### src/rtl/motor602_pkg.sv
// -----------------------------------------------------------------------------
// motor602_pkg
// Shared types and constants for the motor602 gate interlock:
//   - phase_state_e : per-phase half-bridge state (OFF, HI, LO, DH, DL)
//   - fault_state_e : bridge-level fault state (RUN, FAULT)
//   - req_e         : decoded per-phase gate request
//   - FC_*          : fault code values reported on faultCodeO
//   - SAFE_HP/LN    : gate levels that switch both devices of a half-bridge off
//   - decode_req()  : maps the raw (active-low hp, active-high ln) pair to req_e
// -----------------------------------------------------------------------------
package motor602_pkg;

    typedef enum logic [2:0] {
        PH_OFF = 3'd0,
        PH_HI  = 3'd1,
        PH_LO  = 3'd2,
        PH_DH  = 3'd3,
        PH_DL  = 3'd4
    } phase_state_e;

    typedef enum logic {
        FS_RUN   = 1'b0,
        FS_FAULT = 1'b1
    } fault_state_e;

    typedef enum logic [1:0] {
        REQ_NONE = 2'd0,
        REQ_HI   = 2'd1,
        REQ_LO   = 2'd2,
        REQ_BOTH = 2'd3
    } req_e;

    localparam logic [1:0] FC_NONE  = 2'd0;
    localparam logic [1:0] FC_SHOOT = 2'd1;
    localparam logic [1:0] FC_ALLHI = 2'd2;
    localparam logic [1:0] FC_EXT   = 2'd3;

    // High-side gate is a P-device (off when high), low-side is an N-device.
    localparam logic SAFE_HP = 1'b1;
    localparam logic SAFE_LN = 1'b0;

    function automatic req_e decode_req(input logic hp_req, input logic ln_req);
        req_e r;
        case ({hp_req, ln_req})
            2'b00:   r = REQ_HI;
            2'b11:   r = REQ_LO;
            2'b10:   r = REQ_NONE;
            default: r = REQ_BOTH;
        endcase
        return r;
    endfunction

endpackage

### src/rtl/motor_gate_guard_phase.sv
// -----------------------------------------------------------------------------
// motor_gate_phase
// One half-bridge: request decode, OFF/HI/LO/DH/DL state machine and the
// dead-time counter. Outputs are registered from the next state.
// Ports:
//   clk_i          clock
//   rst_ni         synchronous active-low reset (phase goes OFF at once)
//   force_safe_i   bridge disabled or fault latched/detected: drop any
//                  conducting side into dead-time, block every turn-on
//   hp_req_i       high-side request, active-low
//   ln_req_i       low-side request, active-high
//   hp_o           high-side gate, active-low
//   ln_o           low-side gate, active-high
//   dead_busy_o    phase is in DH or DL
// -----------------------------------------------------------------------------
module motor_gate_phase
    import motor602_pkg::*;
#(
    parameter int DEAD_CYC = 50,
    parameter int CW       = $clog2(DEAD_CYC + 1)
) (
    input  logic clk_i,
    input  logic rst_ni,
    input  logic force_safe_i,
    input  logic hp_req_i,
    input  logic ln_req_i,
    output logic hp_o,
    output logic ln_o,
    output logic dead_busy_o
);

    localparam int             CWP1      = CW + 1;
    localparam logic [CW:0]    DEAD_LAST = CWP1'(DEAD_CYC - 1);
    localparam logic [CW:0]    ONE_W     = CWP1'(1);
    localparam logic [CW-1:0]  ONE_C     = CW'(1);

    phase_state_e  state_q, state_d;
    logic [CW-1:0] cnt_q, cnt_d;
    logic          hp_q, hp_d;
    logic          ln_q, ln_d;
    logic          busy_q, busy_d;
    req_e          req_s;
    logic          dead_done_s;

    assign req_s = decode_req(hp_req_i, ln_req_i);

    // The dead phase ends when the incremented count reaches DEAD_CYC-1; the
    // OFF cycle that follows completes the DEAD_CYC-cycle gap before the
    // opposite device may turn on.
    assign dead_done_s = (({1'b0, cnt_q}) + ONE_W) >= DEAD_LAST;

    // Next-state, dead-time counter and registered-output decode.
    always_comb begin
        state_d = state_q;
        cnt_d   = cnt_q;
        case (state_q)
            PH_OFF: begin
                if (!force_safe_i && (req_s == REQ_HI)) begin
                    state_d = PH_HI;
                end else if (!force_safe_i && (req_s == REQ_LO)) begin
                    state_d = PH_LO;
                end else begin
                    state_d = PH_OFF;
                end
            end
            PH_HI: begin
                if (force_safe_i || (req_s != REQ_HI)) begin
                    state_d = PH_DH;
                    cnt_d   = '0;
                end else begin
                    state_d = PH_HI;
                end
            end
            PH_LO: begin
                if (force_safe_i || (req_s != REQ_LO)) begin
                    state_d = PH_DL;
                    cnt_d   = '0;
                end else begin
                    state_d = PH_LO;
                end
            end
            PH_DH: begin
                // Re-enabling the device that just switched off needs no gap.
                if (!force_safe_i && (req_s == REQ_HI)) begin
                    state_d = PH_HI;
                end else if (dead_done_s) begin
                    state_d = PH_OFF;
                    cnt_d   = '0;
                end else begin
                    cnt_d = cnt_q + ONE_C;
                end
            end
            PH_DL: begin
                if (!force_safe_i && (req_s == REQ_LO)) begin
                    state_d = PH_LO;
                end else if (dead_done_s) begin
                    state_d = PH_OFF;
                    cnt_d   = '0;
                end else begin
                    cnt_d = cnt_q + ONE_C;
                end
            end
            default: begin
                state_d = PH_OFF;
                cnt_d   = '0;
            end
        endcase

        hp_d   = SAFE_HP;
        ln_d   = SAFE_LN;
        busy_d = 1'b0;
        case (state_d)
            PH_HI:   hp_d   = 1'b0;
            PH_LO:   ln_d   = 1'b1;
            PH_DH:   busy_d = 1'b1;
            PH_DL:   busy_d = 1'b1;
            default: busy_d = 1'b0;
        endcase
    end

    // State, counter and gate output registers.
    always_ff @(posedge clk_i) begin
        if (!rst_ni) begin
            state_q <= PH_OFF;
            cnt_q   <= '0;
            hp_q    <= SAFE_HP;
            ln_q    <= SAFE_LN;
            busy_q  <= 1'b0;
        end else begin
            state_q <= state_d;
            cnt_q   <= cnt_d;
            hp_q    <= hp_d;
            ln_q    <= ln_d;
            busy_q  <= busy_d;
        end
    end

    assign hp_o        = hp_q;
    assign ln_o        = ln_q;
    assign dead_busy_o = busy_q;

endmodule

### src/rtl/motor_gate_guard.sv
// -----------------------------------------------------------------------------
// motor_gate_guard
// N-phase half-bridge gate interlock: per-phase dead-time (motor_gate_phase),
// illegal-request detection, latched fault with minimum hold and clear.
// Optional build macro: MOTOR_GATE_GUARD_FAULT_CNT_EN adds faultCntO, an
// 8-bit saturating count of RUN->FAULT entries cleared only by nRstI.
// Ports:
//   clk50mhzI    50 MHz clock
//   nRstI        synchronous reset, active-low
//   enI          bridge enable (0 = all phases safe, no fault)
//   hpReqI       high-side requests, active-low
//   lnReqI       low-side requests, active-high
//   faultI       external fault, already synchronised
//   faultClrI    fault clear request, level
//   hpO / lnO    gate drives (active-low / active-high)
//   faultO       fault latched
//   faultCodeO   0 none, 1 shoot-through, 2 all high-sides, 3 external
//   faultPhaseO  phases that requested shoot-through at detection
//   deadBusyO    phase in dead-time
// -----------------------------------------------------------------------------
module motor_gate_guard
    import motor602_pkg::*;
#(
    parameter int PHASES     = 3,
    parameter int DEAD_CYC   = 50,
    parameter int FAULT_HOLD = 5000,
    parameter int CW         = $clog2(DEAD_CYC + 1)
) (
    input  logic              clk50mhzI,
    input  logic              nRstI,
    input  logic              enI,
    input  logic [PHASES-1:0] hpReqI,
    input  logic [PHASES-1:0] lnReqI,
    input  logic              faultI,
    input  logic              faultClrI,
    output logic [PHASES-1:0] hpO,
    output logic [PHASES-1:0] lnO,
    output logic              faultO,
    output logic [1:0]        faultCodeO,
    output logic [PHASES-1:0] faultPhaseO,
    output logic [PHASES-1:0] deadBusyO
`ifdef MOTOR_GATE_GUARD_FAULT_CNT_EN
,   output logic [7:0]        faultCntO
`endif
);

    localparam int            HW       = (FAULT_HOLD < 1) ? 1 : $clog2(FAULT_HOLD + 1);
    localparam logic [HW-1:0] HOLD_MAX = HW'(FAULT_HOLD);
    localparam logic [HW-1:0] ONE_H    = HW'(1);

    fault_state_e      fstate_q, fstate_d;
    logic [HW-1:0]     hold_q, hold_d;
    logic [1:0]        code_q, code_d;
    logic [PHASES-1:0] fphase_q, fphase_d;
    logic              fault_q, fault_d;

    logic [PHASES-1:0] both_s;
    logic [PHASES-1:0] none_s;
    logic              shoot_s;
    logic              allhi_s;
    logic              detect_s;
    logic              force_s;
    logic              clr_ok_s;

    assign both_s   = ~hpReqI & lnReqI;
    assign none_s   = hpReqI & ~lnReqI;
    assign shoot_s  = |both_s;
    assign allhi_s  = ~|hpReqI;
    assign detect_s = enI & (fstate_q == FS_RUN) & (faultI | shoot_s | allhi_s);
    // Detection forces the phases in the same edge that latches the fault,
    // so a request change coinciding with the detect never reaches a gate.
    assign force_s  = ~enI | (fstate_q == FS_FAULT) | detect_s;
    assign clr_ok_s = (hold_q == HOLD_MAX) & faultClrI & ~faultI & (&none_s);

    // Fault FSM: capture code/phase on entry, saturating hold count, clear.
    always_comb begin
        fstate_d = fstate_q;
        hold_d   = hold_q;
        code_d   = code_q;
        fphase_d = fphase_q;
        case (fstate_q)
            FS_RUN: begin
                if (detect_s) begin
                    fstate_d = FS_FAULT;
                    hold_d   = ONE_H;
                    if (faultI) begin
                        code_d   = FC_EXT;
                        fphase_d = '0;
                    end else if (shoot_s) begin
                        code_d   = FC_SHOOT;
                        fphase_d = both_s;
                    end else begin
                        code_d   = FC_ALLHI;
                        fphase_d = '0;
                    end
                end else begin
                    fstate_d = FS_RUN;
                end
            end
            FS_FAULT: begin
                if (clr_ok_s) begin
                    fstate_d = FS_RUN;
                    hold_d   = '0;
                    code_d   = FC_NONE;
                    fphase_d = '0;
                end else if (hold_q != HOLD_MAX) begin
                    hold_d = hold_q + ONE_H;
                end else begin
                    hold_d = hold_q;
                end
            end
            default: begin
                fstate_d = FS_FAULT;
            end
        endcase
        fault_d = (fstate_d == FS_FAULT);
    end

    // Fault state and reported-code registers.
    always_ff @(posedge clk50mhzI) begin
        if (!nRstI) begin
            fstate_q <= FS_RUN;
            hold_q   <= '0;
            code_q   <= FC_NONE;
            fphase_q <= '0;
            fault_q  <= 1'b0;
        end else begin
            fstate_q <= fstate_d;
            hold_q   <= hold_d;
            code_q   <= code_d;
            fphase_q <= fphase_d;
            fault_q  <= fault_d;
        end
    end

    assign faultO      = fault_q;
    assign faultCodeO  = code_q;
    assign faultPhaseO = fphase_q;

`ifdef MOTOR_GATE_GUARD_FAULT_CNT_EN
    logic [7:0] fcnt_q, fcnt_d;

    // Saturating count of fault entries.
    always_comb begin
        if (detect_s && (fcnt_q != 8'hFF)) begin
            fcnt_d = fcnt_q + 8'd1;
        end else begin
            fcnt_d = fcnt_q;
        end
    end

    // Fault entry counter register.
    always_ff @(posedge clk50mhzI) begin
        if (!nRstI) begin
            fcnt_q <= 8'd0;
        end else begin
            fcnt_q <= fcnt_d;
        end
    end

    assign faultCntO = fcnt_q;
`endif

    for (genvar p = 0; p < PHASES; p++) begin : g_phase
        motor_gate_phase #(
            .DEAD_CYC (DEAD_CYC),
            .CW       (CW)
        ) u_phase (
            .clk_i        (clk50mhzI),
            .rst_ni       (nRstI),
            .force_safe_i (force_s),
            .hp_req_i     (hpReqI[p]),
            .ln_req_i     (lnReqI[p]),
            .hp_o         (hpO[p]),
            .ln_o         (lnO[p]),
            .dead_busy_o  (deadBusyO[p])
        );
    end

endmodule
### config.mk
export PLATFORM = sky130hd
export DESIGN_NAME = motor_gate_guard
export DESIGN_NICKNAME = d
export VERILOG_FILES = /design/src/rtl/motor602_pkg.sv /design/src/rtl/motor_gate_guard_phase.sv /design/src/rtl/motor_gate_guard.sv
export SDC_FILE = /design/constraint.sdc
export NUM_CORES = 1
export LEC_CHECK = 0
export BUFFER_PORTS_ARGS = -buffer_cell sky130_fd_sc_hd__buf_2
export CORE_ASPECT_RATIO = 1.75
export CORE_MARGIN = 10
export CORE_UTILIZATION = 50
export DETAILED_ROUTE_END_ITERATION = 6
export GPL_TIMING_DRIVEN = 0
export HOLD_SLACK_MARGIN = 0.12
export PLACE_DENSITY = 0.68
export SKIP_LAST_GASP = 1
export SYNTH_ARGS = -nofsm -noshare
export SYNTH_HDL_FRONTEND = slang
export SYNTH_SLANG_ARGS = --single-unit
### constraint.sdc
create_clock -name clk50mhzI -period 4.4 [get_ports clk50mhzI]
set_clock_uncertainty 0.1 [all_clocks]
set_input_delay 0.88 -clock clk50mhzI [delete_from_list [all_inputs] [get_ports clk50mhzI]]
set_output_delay 0.88 -clock clk50mhzI [all_outputs]
set_load 0.005 [all_outputs]
; Yosys cells after proc, flatten, opt, wreduce, memory -nomap -nowiden
; Cells that the tools add are included.
[op_classes]
n_bitwise = 19
n_mux = 71
n_eq_ne = 59
addsub = 7
n_reduce_logical = 31
order_cmp = 3
[ops]
columns = op, count
row1 = $mux W6, 15
row2 = $pmux W6 S5, 3
row3 = $mux W3, 19
row4 = $pmux W3 S5, 3
row5 = $mux W13, 3
row6 = $eq A3 B2 Y1 const B, 12
row7 = $pmux W13 S2, 1
row8 = $add A6 B1 Y7 const B, 3
row9 = $ge A7 B6 Y1 const B, 3
row10 = $mux W2, 10
row11 = $ne A2 B1 Y1 const B, 10
row12 = $ne A2 B2 Y1 const B, 10
row13 = $add A6 B1 Y6 const B, 3
row14 = $eq A2 B2 Y1 const B, 9
row15 = $eq A3 B1 Y1 const B, 6
row16 = $eq A3 B3 Y1 const B, 6
row17 = $pmux W2 S3, 3
row18 = $reduce_and A5 Y1, 3
row19 = $add A13 B1 Y13 const B, 1
row20 = $eq A13 B13 Y1 const B, 1
row21 = $ne A13 B13 Y1 const B, 1
row22 = $mux W1, 11
row23 = $logic_not A3 Y1, 3
row24 = $and A3 B3 Y3, 2
row25 = other kinds (17), 49
[word_totals]
wordCells = 209
output_inout_bits = 15
in_bits = 11
regBits = 55

; Logic depth before layout (Yosys ltp)
; Gate-level depths: netlist (run 1).
[logic_depth]
depth_word = 15
ltp_mapped = 9
ltp_nobuf = 8

; Cells and area by module
; A second synthesis (run 1) with hierarchy kept.
[unflattened]
cells_unflattened = 439
hier_area_um2 = 3520.9
[modules_own_cells]
columns = mod, seq_area_each_um2, cells_per_inst, area_per_inst_um2, n_inst
row1 = motor_gate_phase at g_phase[0].u_phase ..., 240.2, 103, 814.5, 2
row2 = motor_gate_guard, 380.4, 138, 1104.8, 1
row3 = motor_gate_phase at g_phase[2].u_phase, 240.2, 95, 787.0, 1

; Least setup slack after synthesis (run 1)
; OpenSTA, ideal clock, no wires.
[synth_timing]
path_kind = register -> register
startpoint = register g_phase[0].u_phase.cnt_q[0]
endpoint = register g_phase[0].u_phase.cnt_q[3]
setup_time_ns = 0.084
required_ns = 4.216
path_stages_with_launch = 10
t_arrival_ns = 2.504
slack_ns = 1.712
n_path_buf = 1
synth_period_minus_slack_ns = 2.688
path_cell_list = dfxtp_1 > inv_1 > ha_1 > or3b_4 > a211oi_2 > a21oi_1 > a22o_4 > or4b_4 > buf_6 > o31ai_4
[synth_between]
elab_chain_len = 5
elab_cells_between_ends = 7
classes_between = 2 x add/sub / 1 x order compare / 4 x mux
[synth_lines]
columns = element, line
row1 = from (decl), motor_gate_guard_phase.sv:38  ; logic [CW-1:0] cnt_q, cnt_d;
row2 = from (signal assigned), motor_gate_guard_phase.sv:131  ; cnt_q <= cnt_d;
row3 = $add A6 B1 Y7, motor_gate_guard_phase.sv:50  ; assign dead_done_s = (({1'b0, cnt_q}) + ONE_W) >= DEAD_LAST;
row4 = $ge A7 B6 Y1, motor_gate_guard_phase.sv:50
row5 = $mux W6 (*), "motor_gate_guard_phase.sv:86, motor_gate_guard_phase.sv:96"
row6 = "$mux W6, on equally long branches", "motor_gate_guard_phase.sv:94, motor_gate_guard_phase.sv:84"
row7 = $pmux W6 S5 (*), motor_gate_guard_phase.sv:56  ; case (state_q)
; Every way passes the cells marked *; elsewhere a longest branch is shown, timed or not. The select of a mux whose other input is x is not followed.
; A chain may end at the register's enable or synchronous reset.

; Worst setup path in the final report (run 1)
[layout_timing]
startpoint = register g_phase[2].u_phase.cnt_q[0]
endpoint = register g_phase[2].u_phase.cnt_q[5]
[layout_between]
elab_chain_len = 5
elab_cells_between_ends = 7
classes_between = 2 x add/sub / 1 x order compare / 4 x mux
[layout_lines]
columns = element, line
row1 = from (decl), motor_gate_guard_phase.sv:38
row2 = from (signal assigned), motor_gate_guard_phase.sv:131
row3 = $add A6 B1 Y7, motor_gate_guard_phase.sv:50
row4 = $ge A7 B6 Y1, motor_gate_guard_phase.sv:50
row5 = $mux W6 (*), "motor_gate_guard_phase.sv:86, motor_gate_guard_phase.sv:96"
row6 = "$mux W6, on equally long branches", "motor_gate_guard_phase.sv:94, motor_gate_guard_phase.sv:84"
row7 = $pmux W6 S5 (*), motor_gate_guard_phase.sv:56
; Marked as above.

==> impl_metrics.tcl, run 1 <==
set metrics [dict create \
    worst_r2r_path_depth 8 \
    final_util 0.5712 \
    syn_to_final_growth_pct 11.05 \
    syn_inst 423 \
    globalRouteMet3Util 0.03556 \
    whs_endpoint "faultPhaseO[1]" \
    grt_max_degree 19 \
    max_cap_violations 0 \
    timing.final.ws_setup_ps 1512 \
    fmax_ghz 0.3462 \
    drv_slew 0 \
    clkSlewWorstSetupHoldPaths_ps 70 \
    initial_core_util 0.5144 \
    first_pass_iters 4 \
    rows 39 \
    syn_avg_cell_area_um2 7.951 \
    place_congestion 0.9243 \
    cts_tree "done" \
    place_hpwl_mm 6.098 \
    antenna_found_initial 1 \
    relSlewSlack 0.3914 \
    cp.arrival_ps 3000 \
    r2r-start "g_phase[2].u_phase.cnt_q[0]" \
    cp_max_fo 7 \
    vias 3157 \
    grt_pass1_vias 3100 \
    grtUsageMet1 0.1576 \
    h-tree-depth 2 \
    rsz0062_at_grt "no" \
    ys_ff_latch 55 \
    rr_endpoint "g_phase[2].u_phase.cnt_q[5]" \
    nNetsFinal 473 \
    synth_edf_count 0 \
    setup_viol 0 \
    worstPathCellList "inv_1 -> ha_1 -> nor3b_1 -> a211oi_1 -> a211o_1 -> a221o_1 -> nand2b_1 -> o32ai_1" \
    regToRegSetupSlack_ps 1510 \
    slowest_stage "dfxtp_1" \
    die_y_um 128.5 \
    grt.overflow.total 0 \
    drc 0 \
    total_power_mw 1.007 \
    drive_gt1_frac 0.1231 \
    leakagePower_nw 1.324 \
    hold_buffers 0 \
    ys_seq_area_frac 0.3274 \
    ys.flop_type "dfxtp_1" \
    use_met2 0.2882 \
    io_pins 26 \
    clock_path_buffers 2 \
    wl_mm 7.963 \
    endpoint_kind "flip-flop" \
    worstMarginPinSlew_ps 903.3 \
    grtUsageTotal 0.1566 \
    postRouteAntennaNets 0 \
    port_buffers 24 \
    drt-initial-drc-count 218 \
    period_minus_slack_ps 2888 \
    yosysUniqueCellTypes 62 \
    core_um2 6539 \
    cts_setup_buffers 0 \
    synth.cell_area_um2 3363 \
    async_flop_share 0 \
    finalCritPeriodShare 0.6565 \
    slowest_delay_ps 440 \
    min_from "faultPhaseO[1]" \
    root_buffer "clkbuf_16" \
    antenna_cells 0 \
    cts_resized 0 \
    post_drt_wl_per_cell_um 14.83 \
    drt-vias-per-instance 5.879 \
    hold-path-cell-count 2 \
    final.setup.tns_ps 0 \
    busiest_layer "met2" \
    critPathRequiredTime_ps 4510 \
    yosysWarnings 0 \
    final_hold_viol_count 0 \
    peakVddDrop_v 0.0002615 \
    hp-class "flip-flop to flip-flop" \
    power_density_nw_per_um2 269.6 \
    grt_pass1_wl_mm 13.50 \
    clkLatencyLatePin_ps 300 \
    status "finished clean" \
    crit_path_start_kind "flip-flop" \
    worstSetupPathType "flip-flop to flip-flop" \
    synth_nets 442 \
    chipWidth_um 82.00 \
    cts_buffers 5 \
    cts_num_sinks 55 \
    pre_cts_ws_ps 1249 \
    die_area_um2 10540 \
    whs_ps 369.8 \
]
[worst max path at each step]
stage | from | endpoint | slack (ps) | cells past startpoint
after floorplan | g_phase[0].u_phase.cnt_q[0] | g_phase[0].u_phase.cnt_q[3] | 1710 | 9
final | g_phase[2].u_phase.cnt_q[0] | g_phase[2].u_phase.cnt_q[5] | 1510 | 8
after global placement | faultI | g_phase[2].u_phase.cnt_q[4] | 1260 | 8
after global routing | g_phase[2].u_phase.cnt_q[0] | g_phase[2].u_phase.cnt_q[5] | 1300 | 8
after CTS | g_phase[2].u_phase.cnt_q[0] | g_phase[2].u_phase.cnt_q[5] | 1510 | 8
after detailed placement | faultI | g_phase[2].u_phase.cnt_q[3] | 1250 | 8
[synth_stat cells, types with 7 or more instances]
master / instances / share of area
a21oi_1: 29 / 0.043
buf_4: 9 / 0.020
clkbuf_1: 19 / 0.021
dfxtp_1: 55 / 0.33
ha_1: 8 / 0.030
inv_1: 27 / 0.030
nand2_1: 37 / 0.041
nand2b_1: 14 / 0.026
nand3_1: 15 / 0.022
nor2_1: 35 / 0.039
nor3_1: 7 / 0.010
nor3b_1: 8 / 0.018
o2111ai_1: 7 / 0.018
o21ai_0: 12 / 0.018
or3_1: 7 / 0.013
xor2_1: 9 / 0.023
[cells in the final DEF (no fill, tap or decap), drive strengths merged, types with 8 or more instances in the layout]
| cell | netlist | routed |
|---|---|---|
| dfxtp | 55 | 55 |
| nand2 | 37 | 37 |
| nor2 | 35 | 35 |
| buf | 11 | 35 |
| a21oi | 29 | 29 |
| inv | 27 | 28 |
| clkbuf | 19 | 24 |
| o21ai | 17 | 17 |
| nand3 | 15 | 15 |
| nand2b | 14 | 14 |
| xor2 | 9 | 9 |
| nor3b | 8 | 8 |
| ha | 8 | 8 |
[sequential cells by signal (all words and copies together), names as in the netlist]
| name | flops |
|---|---|
| faultCodeO | 2 |
| faultO | 1 |
| faultPhaseO | 3 |
| g_phase.u_phase.cnt_q | 18 |
| g_phase.u_phase.dead_busy_o | 3 |
| g_phase.u_phase.hp_o | 3 |
| g_phase.u_phase.ln_o | 3 |
| g_phase.u_phase.state_q | 9 |
| hold_q | 13 |
[per-stage QoR]
stage,area (um2),instances
after floorplan,3363,423
after global placement,3586,529
after detailed placement,3586,529
after CTS,3735,537
after global routing,3735,537
final,3735,537
[cell type report]
cell class,instances,area (um2)
plain buffers,30,155.1
fillers,630,2804
well taps,82,102.6
inverters,27,101.3
flip-flops and latches,55,1101
clock buffers,5,125.1
clock inverters,3,23.77
repair buffers,24,120.1
multi-input cells,311,2006
[kinds of logic (layout without fill, tap and decap cells)]
kind of cell	count (synthesis)	count (layout)	synth area share
adder cells (fa/ha/maj)	8	8	0.02976
AND/OR/NAND/NOR	168	168	0.2660
flip-flops	55	55	0.3274
multiplexers	4	4	0.01228
XOR/XNOR	12	12	0.03125
buffers and inverters	57	89	0.07626
AO/OA/AOI/OAI	119	119	0.2571
[critical path, delay by kind of cell, from the launching register on]
| family | cells | cell delay (ps) |
|---|---|---|
| adder cells (fa/ha/maj) | 1 | 330 |
| AND/OR/NAND/NOR | 2 | 720 |
| AO/OA/AOI/OAI | 4 | 1130 |
| buffers and inverters | 1 | 90 |
| flip-flops | 1 | 440 |
[power by group]
part	switching (mW)	internal [mW]	total (mW)	leakage, nW
Clock	0.192	0.214	0.406	0.0717
Sequential	0.00730	0.506	0.513	0.445
Combinational	0.0545	0.0333	0.0878	0.808
Total	0.254	0.753	1.01	1.32
[per-layer routing]
metal	vias to the layer above	part of all wire
li1	1601	-
met1	1495	0.39
met2	47	0.55
met3	12	0.037
met4	2	0.017
met5	-	0.00088
(Power assumes the default switching activity.)
==> run 2, diff against run 1 <==
Settings changed: PLACE_DENSITY 0.68 to 0.71.
Clock period 4.4 ns to 2.61 ns, I/O delays scaled along.
==> run 2 against run 1 <==
Global-route usage grew 0.45 points; flip-flop and latch count is the same; die area is the same; via count grew 1.3%; register-to-register slack lost 1500 ps; sequential share of layout area shrank 0.50 points; critical path depth is the same; final cell count grew 0.37%; fmax grew 12%; clock power grew 73%; combinational power grew 71%; largest power group unchanged.
==> impl_metrics.tcl, run 2 (same netlist as run 1, synthesis figures left out) <==
set metrics [dict create \
    status "finished clean" \
    whs_ps 376.6 \
    cts_num_sinks 55 \
    final_cell_mix "dfxtp_1 (52), nand2_1 (37), nor2_1 (34)" \
    grtUsageTotal 0.1611 \
    critPathRequiredTime_ps 2730 \
    total_power_mw 1.718 \
    setup_viol 0 \
    drt-initial-drc-count 222 \
    die_area_um2 10540 \
    drt-vias-per-instance 5.933 \
    layout_commonest_cell "dfxtp_1" \
    fmax_ghz 0.3873 \
    worstMarginPinSlew_ps 844.6 \
    die_y_um 128.5 \
    max_flop_register "g_phase.u_phase.cnt_q" \
    drc 0 \
    cts_tree "done" \
    io_pins 26 \
    finalCritPeriodShare 0.9894 \
    chipWidth_um 82.00 \
    place_hpwl_mm 5.917 \
    grt.overflow.total 0 \
    cp_max_fo 6 \
    antenna_found_initial 0 \
    slowest_delay_ps 620 \
    syn_to_final_growth_pct 13.62 \
    hp-class "flip-flop to flip-flop" \
    grt_max_degree 18 \
    regToRegSetupSlack_ps 30 \
    clock_path_buffers 2 \
    rows 39 \
    first_pass_iters 5 \
    rr_endpoint "g_phase[0].u_phase.cnt_q[3]" \
    antenna_cells 0 \
    wl_mm 8.086 \
    top_regs "g_phase.u_phase.cnt_q: 18 flops, hold_q: 13 flops, g_phase.u_phase.state_q: 9 flops" \
    slowest_stage "or4b_4" \
    h-tree-depth 2 \
    hold-path-cell-count 2 \
    worstPathCellList "inv_2 -> ha_4 -> or3b_4 -> a211oi_2 -> a21oi_2 -> a22o_4 -> or4b_4 -> o31ai_4" \
    worst_r2r_path_depth 8 \
    core_um2 6539 \
    root_buffer "clkbuf_16" \
    dp_cells 529 \
    endpoint_kind "flip-flop" \
    finalNonFillerCells 539 \
    post_drt_wl_per_cell_um 15.00 \
    power_density_nw_per_um2 449.7 \
    cp.arrival_ps 2700 \
    grt_pass1_wl_mm 14.11 \
    largest_register_ffs 18 \
    vias 3198 \
    min_from "faultPhaseO[1]" \
    whs_endpoint "faultPhaseO[1]" \
    rsz0062_at_grt "yes" \
    nNetsFinal 475 \
    period_minus_slack_ps 2582 \
    leakagePower_nw 1.359 \
    max_cap_violations 0 \
    clkLatencyLatePin_ps 300 \
    crit_path_start_kind "flip-flop" \
    port_buffers 24 \
    clkSlewWorstSetupHoldPaths_ps 70 \
    grt_pass1_vias 3193 \
    worstSetupPathType "flip-flop to flip-flop" \
    drv_slew 0 \
    postRouteAntennaNets 0 \
    place_congestion 0.8831 \
    final_hold_viol_count 0 \
    drive_gt1_frac 0.1663 \
    initial_core_util 0.5144 \
    hold_buffers 0 \
    final.setup.tns_ps 0 \
    cts_buffers 5 \
    r2r-start "g_phase[0].u_phase.cnt_q[1]" \
    peakVddDrop_v 0.0004522 \
    relSlewSlack 0.4310 \
]
## run 2: cell count changes in the layout (fill, tap and decap cells not counted), moves of 2 or more
cell,before,now
buf_4,9,14
clkbuf_1,19,16
dfxtp_1,55,52
dfxtp_2,0,2
ha_1,8,6
inv_1,27,25
nor4_1,6,4
nor4_2,0,2
## run 2: power by group
group	switching [mW]	total, mW	internal, mW
clock	0.320	0.704	0.384
combinational	0.0923	0.150	0.0574
sequential	0.0129	0.864	0.852
## run 2: cell type report
type                    instances  area (um2)
fillers                       639        2718
plain buffers                  27       137.6
multi-input cells             311        2057
clock inverters                 2       16.27
well taps                      82       102.6
flip-flops and latches         55        1107
clock buffers                   6       138.9
inverters                      27       103.9
repair buffers                 29       157.7
## run 2: worst max-delay path: cells and delay by family, from the launching register on
kind            cells  cell delay [ps]
simple gates        2             1030
buf+inv             1               60
fa+ha+maj           1              240
compound gates      4              730
flops               1              340
## run 2: routing by layer
metal / global-route usage / vias to the layer above / share of wire
li1: - / 1595 / -
met1: 0.1753 / 1521 / 0.39
met2: 0.2817 / 63 / 0.53
met3: 0.03347 / 19 / 0.045
met4: 0.08149 / 0 / 0.029
met5: 0 / - / 0
## run 2: how the worst max path moves through the flow
stage	startpoint	endpoint	slack [ps]
after floorplan	g_phase[0].u_phase.cnt_q[0]	g_phase[0].u_phase.cnt_q[3]	5
after global placement	g_phase[2].u_phase.cnt_q[0]	g_phase[2].u_phase.cnt_q[5]	-230
after detailed placement	g_phase[2].u_phase.cnt_q[0]	g_phase[2].u_phase.cnt_q[5]	-230
after CTS	g_phase[2].u_phase.cnt_q[0]	g_phase[2].u_phase.cnt_q[5]	5
after global routing	g_phase[0].u_phase.cnt_q[1]	g_phase[0].u_phase.cnt_q[3]	-50
final	g_phase[0].u_phase.cnt_q[1]	g_phase[0].u_phase.cnt_q[3]	30
## run 2: metrics by stage
step,area [um2],setup slack [ps],util
2_1_floorplan,3366,4.988,-
3_3_place_gp,3588,-227.1,0.5488
3_5_place_dp,3588,-232.1,0.5488
4_1_cts,3777,4.702,0.5777
5_1_grt,3821,-49.88,0.5844
6_report,3821,27.75,0.5844
## run 2: what timing repair did
item | in CTS | in global routing
buffers inserted | 5 | 0
resized for setup | 4 | 15
setup endpoints to repair | 12 | 29
pin swaps | 6 | 2
cloned | 0 | 0
